==> src/rtl/core_pkg.sv <==
// Shared definitions for the accumulator core: opcodes, FSM states, register file geometry.
// The mailbox halt feature is enabled by defining CORE_MAILBOX_HALT_EN.
package core_pkg;

   localparam int NREGS       = 32;
   localparam int IMM_W       = 5;
   localparam int OP_W        = 3;
   localparam int MAILBOX_REG = 31;

   localparam logic [OP_W-1:0] OP_LDI  = 3'd0;
   localparam logic [OP_W-1:0] OP_LDA  = 3'd1;
   localparam logic [OP_W-1:0] OP_STA  = 3'd2;
   localparam logic [OP_W-1:0] OP_ADD  = 3'd3;
   localparam logic [OP_W-1:0] OP_SUB  = 3'd4;
   localparam logic [OP_W-1:0] OP_LW   = 3'd5;
   localparam logic [OP_W-1:0] OP_SW   = 3'd6;
   localparam logic [OP_W-1:0] OP_BEQZ = 3'd7;

   typedef enum logic [1:0] {
      ST_FETCH = 2'd0,
      ST_EXEC  = 2'd1,
      ST_MEM   = 2'd2,
      ST_HALT  = 2'd3
   } state_t;

   function automatic logic is_mailbox(input logic [IMM_W-1:0] idx);
      return idx == IMM_W'(MAILBOX_REG);
   endfunction

endpackage

==> src/rtl/core_regfile.sv <==
// 32-entry register file: one synchronous write port, combinational execute and debug reads.
// All entries clear on asynchronous reset; R0 is an ordinary register.
module core_regfile
   import core_pkg::*;
#(
   parameter int DATA_W = 8
) (
   input  logic              clk,
   input  logic              rst,
   input  logic              we,
   input  logic [IMM_W-1:0]  waddr,
   input  logic [DATA_W-1:0] wdata,
   input  logic [IMM_W-1:0]  raddr,
   output logic [DATA_W-1:0] rdata,
   input  logic [IMM_W-1:0]  dbg_raddr,
   output logic [DATA_W-1:0] dbg_rdata
);

   logic [NREGS-1:0][DATA_W-1:0] regs;

   always_ff @(posedge clk or posedge rst) begin
      if (rst) begin
         regs <= '0;
      end else if (we) begin
         regs[waddr] <= wdata;
      end
   end

   assign rdata     = regs[raddr];
   assign dbg_rdata = regs[dbg_raddr];

endmodule

==> src/rtl/accum_core.sv <==
// Multi-cycle accumulator core: FETCH/EXEC/MEM FSM over a req/ack memory port.
// Define CORE_MAILBOX_HALT_EN to halt on a nonzero write to R31.
module accum_core
   import core_pkg::*;
#(
   parameter int DATA_W = 8,
   parameter int ADDR_W = 8
) (
   input  logic              clk,
   input  logic              rst,
   output logic              mem_req,
   output logic              mem_we,
   output logic [ADDR_W-1:0] mem_addr,
   output logic [DATA_W-1:0] mem_wdata,
   input  logic [DATA_W-1:0] mem_rdata,
   input  logic              mem_ack,
   input  logic [4:0]        dbg_raddr,
   output logic [DATA_W-1:0] dbg_rdata,
   output logic [ADDR_W-1:0] pc_o,
   output logic [DATA_W-1:0] acc_o,
   output logic              halted
);

   state_t            state, state_nxt;
   logic [ADDR_W-1:0] pc, pc_nxt;
   logic [DATA_W-1:0] acc, acc_nxt;
   logic [7:0]        instr, instr_nxt;

   logic [OP_W-1:0]   op;
   logic [IMM_W-1:0]  imm;
   logic [DATA_W-1:0] imm_d;
   logic [ADDR_W-1:0] br_off;
   logic [DATA_W-1:0] r_imm;
   logic              rf_we;
   logic [DATA_W-1:0] rf_wdata;

   assign op     = instr[7:5];
   assign imm    = instr[4:0];
   assign imm_d  = {{(DATA_W-IMM_W){imm[IMM_W-1]}}, imm};
   assign br_off = ADDR_W'($signed(imm));

   core_regfile #(.DATA_W(DATA_W)) u_rf (
      .clk       (clk),
      .rst       (rst),
      .we        (rf_we),
      .waddr     (imm),
      .wdata     (rf_wdata),
      .raddr     (imm),
      .rdata     (r_imm),
      .dbg_raddr (dbg_raddr),
      .dbg_rdata (dbg_rdata)
   );

   always_ff @(posedge clk or posedge rst) begin
      if (rst) begin
         state <= ST_FETCH;
         pc    <= '0;
         acc   <= '0;
         instr <= '0;
      end else begin
         state <= state_nxt;
         pc    <= pc_nxt;
         acc   <= acc_nxt;
         instr <= instr_nxt;
      end
   end

   always_comb begin
      state_nxt = state;
      pc_nxt    = pc;
      acc_nxt   = acc;
      instr_nxt = instr;
      rf_we     = 1'b0;
      rf_wdata  = acc;
      case (state)
         ST_FETCH: begin
            if (mem_ack) begin
               instr_nxt = mem_rdata[7:0];
               pc_nxt    = pc + ADDR_W'(1);
               state_nxt = ST_EXEC;
            end
         end
         ST_EXEC: begin
            state_nxt = ST_FETCH;
            case (op)
               OP_LDI:       acc_nxt = imm_d;
               OP_LDA:       acc_nxt = r_imm;
               OP_STA:       rf_we = 1'b1;
               OP_ADD:       acc_nxt = acc + r_imm;
               OP_SUB:       acc_nxt = acc - r_imm;
               OP_LW, OP_SW: state_nxt = ST_MEM;
               OP_BEQZ:      if (acc == '0) pc_nxt = pc + br_off;
               default:      ;
            endcase
         end
         ST_MEM: begin
            if (mem_ack) begin
               state_nxt = ST_FETCH;
               if (op == OP_LW) begin
                  rf_we    = 1'b1;
                  rf_wdata = mem_rdata;
               end
            end
         end
         default: ;
      endcase
`ifdef CORE_MAILBOX_HALT_EN
      if (rf_we && is_mailbox(imm) && rf_wdata != '0) state_nxt = ST_HALT;
`endif
   end

   // Request is gated by rst so it drops the moment reset asserts, not at the next edge.
   assign mem_req   = !rst && (state == ST_FETCH || state == ST_MEM);
   assign mem_we    = (state == ST_MEM) && (op == OP_SW);
   assign mem_addr  = (state == ST_MEM) ? ADDR_W'(acc) : pc;
   assign mem_wdata = r_imm;

   assign pc_o  = pc;
   assign acc_o = acc;

`ifdef CORE_MAILBOX_HALT_EN
   assign halted = (state == ST_HALT);
`else
   assign halted = 1'b0;
`endif

endmodule
==> config.mk <==
export PLATFORM = sky130hd
export DESIGN_NAME = accum_core
export DESIGN_NICKNAME = d
export VERILOG_FILES = /design/src/rtl/core_pkg.sv /design/src/rtl/core_regfile.sv /design/src/rtl/accum_core.sv
export SDC_FILE = /design/constraint.sdc
export NUM_CORES = 1
export LEC_CHECK = 0
export CORE_UTILIZATION = 48
export DETAILED_ROUTE_END_ITERATION = 16
export MAX_ROUTING_LAYER = met4
export PLACE_DENSITY = 0.7
export SLEW_MARGIN = 20
export SYNTH_ARGS = -nofsm -noshare
export SYNTH_HDL_FRONTEND = slang
export SYNTH_SLANG_ARGS = --single-unit
==> constraint.sdc <==
create_clock -name clk -period 9.75 [get_ports clk]
set_input_delay 1.95 -clock clk [delete_from_list [all_inputs] [get_ports clk]]
set_output_delay 1.95 -clock clk [all_outputs]
set_load 0.02 [all_outputs]
==> flow_summary.yaml, run 1 <==
outcome:
  status: "finished, final reports clean"
synthesis:
  syn_area_mm2: 0.0156
  synthAdderAreaFrac: 0.0170
  synth_top_family_by_area: "multiplexers"
  yosys.area_share.simple: 0.117
  synth-xor-area-share: 0.0110
  synth_edf_count: 0
  seq_area_frac_synth: 0.453
  synth_compound_area_frac: 0.133
  synth_nets: 1525
  synth_cell_types: 67
  muxShareOfSynthArea: 0.224
  avgSynthCellArea_um2: 10.5
  yosysWarnings: 0
  synthArstFlopShare: 1.00
  ys_seq_elements: 282
  syn_inst: 1489
  ys.flop_type: "dfrtp_1"
layout:
  final_cells: 1892
  fin_nets: 1504
  area_delta_synth_final_pct: 11.2
  n_antenna_cell: 0
  final_layout_size_suffix_gt1_frac: 0.138
  final_common_cell: "dfrtp_1"
  most-common-layout-cells: "281 x dfrtp_1, 189 x nand2_1, 160 x o21ai_0, 129 x mux2i_1"
route:
  vias_per_cell: 6.45
  drtIter0Drc: 1658
  vias: 12200
  drt_wl_total_um: 46400
  drc: 0
  wl_per_cell_um: 24.5
  ant_nets: 0
  first_pass_iters: 7
sta:
  period_share: 0.719
  slew_violations: 0
  fmax_mhz: 143
  setup_viol: 0
  skew_ns: 0.0264
  rsz0062_at_grt: "no"
  min_period_ns: 7.01
  final-hold-violation-count: 0
  tns_ns: 0
  worst_slew_pin_slew_ns: 1.12
  relSlewSlack: 0.236
placed_design:
  dpl.cell_count: 1836
  portBuffers: 57
  routabilityCongestion: 0.933
  dp_hpwl_um: 32300
cts:
  ctsResizeCount: 0
  clock_path_buffers: 3
  ctsRootBufferMaster: "clkbuf_16"
  clk_latency_ns: 0.59
  ctsHoldBuffers: 0
  cts_setup_buffers: 0
  cts.clk_slew.worst_paths_ns: 0.06
  cts_tree: "yes"
  cts.htree.levels: 1
  clock-sinks: 282
  cts_made_buffers: 31
critical_path:
  worstPathArrival_ns: 5.06
  critPathTopFamily: "buffers and inverters"
  path_buf_inv: 3
  end_kind: "primary output"
  critPathSlowestCell: "buf_4"
  start_kind: "input port"
  critPathMaxFanout: 33
  crit_required_ns: 7.80
  cpPeakStageDelay_ns: 0.61
  crit_chain: "buf_4 > buf_4 > mux4_2 > mux4_2 > mux2_2 > clkdlybuf4s50_1"
  path_class: "input port to primary output"
power:
  cellLeakagePower_nw: 7.47
  worst_ir_drop_vdd_mv: 0.160
  powerDensity_mw_per_mm2: 299
  total_power_mw: 5.18
grt:
  grt_pass1_wl_um: 72000
  grt_max_degree: 149
  antenna_found_initial: 0
  grt.total_usage: 0.294
  grt_overflow: 0
  grt_pass1_vias: 11600
floorplanning:
  ios: 59
  rows: 65
  dieArea_mm2: 0.0332
  coreArea_mm2: 0.0317
  floorplan.initialDensity: 0.491
  die_w_um: 182
  die_y_um: 182
min_path:
  hold_path_class: "flop to flop"
flow_run:
  maxCapViolCount: 0
[through the flow]
step	hold WS (ns)	utilization	cell area [um^2]	setup WS [ns]
after floorplan	0.465	-	15600	0.0211
after global placement	0.481	0.512	16200	2.76
after detailed placement	0.488	0.512	16200	2.70
after CTS	0.501	0.545	17300	2.71
after global routing	0.526	0.546	17300	2.53
final	0.504	0.546	17300	2.74
[flip-flops by register name (all words and copies together) (netlist names)]
register	flops
pc_o	8
acc_o	8
state	2
instr	8
u_rf.regs	256
[report_power, final]
group	leakage (nW)	switching (mW)	internal (mW)
combinational	3.09	1.15	0.939
clock	0.509	0.485	0.708
sequential	3.87	0.423	1.47
total	7.47	2.06	3.12
[layout make-up]
type / instances / area [um^2]
clock buffer: 44 / 885
clock inverter: 11 / 148
fill: 2723 / 14400
inverter: 20 / 82.6
multi-input combinational: 1058 / 7900
sequential: 282 / 7060
tap: 402 / 503
timing repair buffer: 75 / 723
[worst min-delay path, cell delays in order, from the launching register on]
cell and delay, ns:
dfrtp_1 0.36, nand2_1 0.05, o21ai_0 0.06
[final timing paths]
path | slack (ns) | to | depth (start not counted) | from
min in group asynchronous | 2.01 | u_rf.regs[21] | 2 | rst
setup reg to reg | 4.43 | acc_o[7] | 17 | instr[0]
hold / removal | 0.50 | u_rf.regs[82] | 2 | u_rf.regs[82]
setup / recovery | 2.74 | dbg_rdata[5] | 6 | dbg_raddr[0]
hold reg to reg | 0.50 | u_rf.regs[82] | 2 | u_rf.regs[82]
max in group asynchronous | 6.41 | u_rf.regs[218] | 3 | rst
[cells by family after synthesis]
group,Yosys count
compound gates,377
xor+xnor,18
fa+ha+maj,20
buf+inv,149
flops,282
mux,244
other cells,1
simple gates,398
[cell usage after synthesis, types with 4 or more instances]
cell       number  area, um^2
nor3_1          4        20.0
and3_1          4        25.0
mux2i_1       135        1350
buf_6          10         113
nor4_1         14        87.6
clkbuf_1       80         300
xnor2_1        10        87.6
o22ai_1        65         407
ha_1           18         225
inv_1          20        75.1
or4_1           6        45.0
nor2b_1         8        50.1
nand4_1         4        25.0
dfrtp_1       282        7060
a21oi_1       122         611
nand4bb_1       5        56.3
buf_1           9        33.8
buf_2          18        90.1
nand3_1         8        40.0
nand2_1       189         709
nor2_1        120         450
buf_4          10        75.1
o21ai_0       160         801
a221oi_1        4        35.0
a21o_1          5        37.5
xor2_1          7        61.3
mux2_2         29         327
mux4_2         80        1800
nor2_2          4        25.0
[metal layers]
| metal | global-route usage | vias to the layer above | share of wire |
|---|---|---|---|
| met5 | - | - | 0 |
| met4 | 0.0992 | 0 | 0.037 |
| met3 | 0.0513 | 115 | 0.099 |
| met2 | 0.425 | 727 | 0.43 |
| met1 | 0.420 | 6000 | 0.43 |
| li1 | - | 5355 | - |
No activity file was read; power rests on OpenSTA's default activity.
==> run 2: changes to the inputs <==
Settings changed: PLACE_DENSITY 0.7 to 0.67.
Clock period 9.75 ns to 6.5 ns, I/O delays scaled along.
==> run 2 against run 1 <==
  * Combinational power up 51%
  * Via count fell by 0.95%
  * Worst setup slack got worse by 1.7 ns
  * Core utilization grew 0.45 points
  * Sequential cell count stayed put
  * Clock skew down 0.010 ns
  * Critical path type is now flop to primary output
  * Critical endpoint is now mem_wdata[3]
  * Highest routed layer unchanged
==> flow_summary.yaml, run 2 (synthesis results as in run 1) <==
outcome:
  status: "finished, final reports clean"
cts:
  ctsResizeCount: 0
  ctsRootBufferMaster: "clkbuf_16"
  clock_path_buffers: 3
  clock-sinks: 282
  ctsHoldBuffers: 0
  cts.htree.levels: 1
  cts_tree: "yes"
  cts.clk_slew.worst_paths_ns: 0.06
  cts_setup_buffers: 0
  clk_latency_ns: 0.56
  cts_made_buffers: 31
power:
  powerDensity_mw_per_mm2: 450
  cellLeakagePower_nw: 7.54
  worst_ir_drop_vdd_mv: 0.280
sta:
  hold-worst-slack_ns: 0.493
  slew_violations: 0
  fmax_mhz: 184
  rsz0062_at_grt: "no"
  relSlewSlack: 0.255
  final-hold-violation-count: 0
  setup_viol: 0
  tns_ns: 0
  period_share: 0.837
  worst_slew_pin_slew_ns: 1.09
  skew_ns: 0.0159
  min_period_ns: 5.44
route:
  vias: 12100
  ant_nets: 0
  drtIter0Drc: 1368
  drt_wl_total_um: 47200
  vias_per_cell: 6.36
  wl_per_cell_um: 24.8
  drc: 0
  first_pass_iters: 5
floorplanning:
  floorplan.initialDensity: 0.491
  coreArea_mm2: 0.0317
  ios: 59
  rows: 65
  die_w_um: 182
  die_y_um: 182
  dieArea_mm2: 0.0332
critical_path:
  r2r-start: "instr[0]"
  path_class: "flop to primary output"
  end_kind: "primary output"
  crit_required_ns: 5.20
  reg2reg_to: "acc_o[7]"
  ff2ff_setup_slack_ns: 1.40
  r2r_cells: 16
  crit_path_start: "instr[4]"
  crit_end: "mem_wdata[3]"
  start_kind: "flop"
  worstPathArrival_ns: 4.14
  critPathMaxFanout: 35
grt:
  grt_pass1_vias: 11600
  grt.total_usage: 0.297
  antenna_found_initial: 1
  grt_pass1_wl_um: 71800
  grt_overflow: 0
  grt_max_degree: 181
layout:
  most-common-layout-cells: "281 x dfrtp_1, 189 x nand2_1, 160 x o21ai_0, 129 x mux2i_1"
  regArea_mm2: 0.00706
  fin_nets: 1513
  final_cells: 1901
  largest_reg_flops: 256
  final_common_cell: "dfrtp_1"
  fill_cells: 2687
  finalCoreUtilization: 0.550
  multi_input_area_mm2: 0.00790
  final_layout_size_suffix_gt1_frac: 0.143
  top_register: "u_rf.regs"
  area_delta_synth_final_pct: 12.1
placed_design:
  dp_hpwl_um: 32200
  portBuffers: 57
  dpl.cell_count: 1844
  routabilityCongestion: 0.966
flow_run:
  maxCapViolCount: 0
min_path:
  hold_path_class: "flop to flop"
[run 2: through the flow]
| stage | instance area, um^2 | total power [mW] | setup slack, ns |
|---|---|---|---|
| floorplan | 15600 | 5.00 | 1.46 |
| global placement | 16300 | 5.86 | 1.16 |
| detailed placement | 16300 | 5.94 | 1.13 |
| CTS | 17400 | 7.78 | 1.13 |
| global route | 17400 | 8.24 | 1.03 |
| finish | 17400 | 7.85 | 1.06 |
[run 2: final cells by class]
cell class	count	share of cell area
Antenna cell	1	0.000143
Clock buffer	45	0.0521
Clock inverter	9	0.00875
Inverter	20	0.00452
Multi-Input combinational cell	1058	0.453
Sequential cell	282	0.405
Tap cell	402	0.0288
Timing Repair Buffer	84	0.0483
[run 2: per-layer routing]
metal / wire length, um / GRT usage / vias up / part of all wire
li1: - / - / 5376 / -
met3: 4450 / 0.0688 / 103 / 0.094
met4: 1610 / 0.0961 / 0 / 0.034
met2: 20900 / 0.434 / 581 / 0.44
met5: 0 / - / - / 0
met1: 20300 / 0.411 / 6021 / 0.43
[run 2: worst max-delay path: stages, from the launching register on]
cell and delay (ns):
dfrtp_1 0.99, nand4b_1 0.86, o22ai_1 0.48, nor4_1 0.09, nand2_1 0.40, clkdlybuf4s50_1 0.74
[run 2: power by group]
part	switching (mW)	leakage, nW	total [mW]	internal, mW
logic	1.71	3.15	3.16	1.45
clock network	0.722	0.524	1.84	1.12
registers	0.644	3.87	2.85	2.20
total	3.08	7.54	7.85	4.77
[run 2: worst min-delay path by stage]
stage,from,end,slack [ns],cells after the start
2_1_floorplan,u_rf.regs[144],u_rf.regs[144],0.47,2
3_3_place_gp,u_rf.regs[51],u_rf.regs[51],0.48,2
3_5_place_dp,u_rf.regs[51],u_rf.regs[51],0.49,2
4_1_cts,u_rf.regs[51],u_rf.regs[51],0.50,2
5_1_grt,pc_o[7],pc_o[7],0.52,1
6_report,pc_o[7],pc_o[7],0.49,1
==> run 3: changes to the inputs <==
Settings changed: PLACE_DENSITY 0.67 to 0.7.
Clock period 6.5 ns to 4.83 ns, I/O delays scaled along.
==> run 3 against run 2 <==
  * Final cell count increased by 1.2%
  * Critical path type unchanged
  * Core utilization grew 0.95 points
  * Clock power increased by 34%
==> flow_summary.yaml, run 3 (synthesis results as in run 1) <==
layout:
  final_cells: 1924
  fill_cells: 2677
  fin_nets: 1533
  largest_reg_flops: 256
  most-common-layout-cells: "281 x dfrtp_1, 189 x nand2_1, 160 x o21ai_0, 129 x mux2i_1"
  area_delta_synth_final_pct: 14.0
  fin_area_mm2: 0.0177
  top_register: "u_rf.regs"
  final_common_cell: "dfrtp_1"
  final_layout_size_suffix_gt1_frac: 0.155
sta:
  period_share: 0.976
  min_period_ns: 4.71
  slew_violations: 0
  relSlewSlack: 0.248
  tns_ns: 0
  setup_viol: 0
  final-hold-violation-count: 0
  worst_slew_pin_slew_ns: 1.10
  rsz0062_at_grt: "no"
  skew_ns: 0.0289
  fmax_mhz: 212
floorplanning:
  die_w_um: 182
  dieArea_mm2: 0.0332
  coreArea_mm2: 0.0317
  rows: 65
  ios: 59
  die_y_um: 182
  floorplan.initialDensity: 0.491
route:
  vias: 12500
  vias_per_cell: 6.50
  drc: 0
  drtIter0Drc: 1726
  drt_wl_total_um: 48000
  first_pass_iters: 7
  wl_per_cell_um: 24.9
  ant_nets: 0
placed_design:
  dp_hpwl_um: 33900
  dpl.cell_count: 1863
  routabilityCongestion: 1.02
  portBuffers: 57
  dpl_cell_area_mm2: 0.0166
cts:
  ctsRootBufferMaster: "clkbuf_16"
  clk_latency_ns: 0.60
  clock-sinks: 282
  ctsResizeCount: 0
  ctsHoldBuffers: 0
  cts_setup_buffers: 0
  cts.clk_slew.worst_paths_ns: 0.06
  cts.htree.levels: 1
  cts_made_buffers: 30
  cts_tree: "yes"
  clock_path_buffers: 3
grt:
  grt_pass1_wl_um: 74200
  antenna_found_initial: 1
  grt_overflow: 0
  grt_max_degree: 82
  grt.total_usage: 0.304
  grt_pass1_vias: 11700
power:
  total_power_mw: 10.7
  clockPowerShare: 0.229
  pwr-share-seq: 0.346
  switchingPower_mw: 4.27
  p_sw_frac: 0.397
  power.internal_mw: 6.47
  comb_power_share: 0.424
  powerDensity_mw_per_mm2: 605
  worst_ir_drop_vdd_mv: 0.316
  cellLeakagePower_nw: 7.68
critical_path:
  worstPathArrival_ns: 3.75
  crit_required_ns: 3.86
  critPathMaxFanout: 26
  path_class: "flop to primary output"
  end_kind: "primary output"
  start_kind: "flop"
outcome:
  status: "finished, final reports clean"
min_path:
  hold_path_class: "flop to flop"
flow_run:
  maxCapViolCount: 0
## run 3: cell count changes in the layout (fill, tap and decap cells not counted), moves of 2 or more
cell / previous run / this run
clkbuf_1: 6 / 8
buf_4: 22 / 34
buf_12: 4 / 11
inv_6: 2 / 0
clkinv_2: 3 / 5
buf_16: 1 / 3
## run 3: power by group through the flow
stage	clock (mW)	combinational [mW]	sequential [mW]
detailed placement	0	4.40	3.72
finish	2.46	4.56	3.72
global placement	0	4.29	3.69
global route	2.58	4.89	3.79
floorplan	0	3.30	3.42
CTS	2.48	4.43	3.69
## run 3: routing by layer
layer	share of wire	global-route usage
met1	0.42	0.433
met2	0.44	0.438
met3	0.10	0.0611
met4	0.035	0.0948
met5	0	-
## run 3: path summary, 6_finish.rpt
kind	slack, ns	depth (start not counted)	end	startpoint
worst min register to register	0.51	2	u_rf.regs[146]	u_rf.regs[146]
worst max register to register	0.32	18	acc_o[7]	instr[4]
min in group asynchronous	0.89	2	u_rf.regs[101]	rst
worst max-delay path	0.12	7	mem_wdata[5]	instr[0]
max in group asynchronous	2.89	4	u_rf.regs[190]	rst
worst min-delay path	0.51	2	u_rf.regs[146]	u_rf.regs[146]
## run 3: cell type report
type	instances	area, um^2	share of cell area
timing repair buffer	105	1140	0.0641
sequential	282	7060	0.398
antenna	1	2.50	0.000141
inverter	20	78.8	0.00444
tap	402	503	0.0283
clock buffer	45	877	0.0494
multi-input combinational	1058	7910	0.445
clock inverter	11	183	0.0103
## run 3: through the flow
stage | util | hold slack, ns | worst slack (ns)
detailed placement | 0.522 | 0.492 | 0.380
global route | 0.560 | 0.535 | 0.0809
finish | 0.560 | 0.508 | 0.118
floorplan | - | 0.465 | 0.129
CTS | 0.556 | 0.505 | 0.314
global placement | 0.522 | 0.479 | 0.404
## run 3: worst max-delay path: stages, from the launching register on
cell	delay [ns]
dfrtp_4	0.59
buf_12	0.25
buf_4	0.24
mux2i_1	0.44
o22ai_1	0.16
nor4_1	0.49
nand2_1	0.33
clkdlybuf4s50_1	0.66
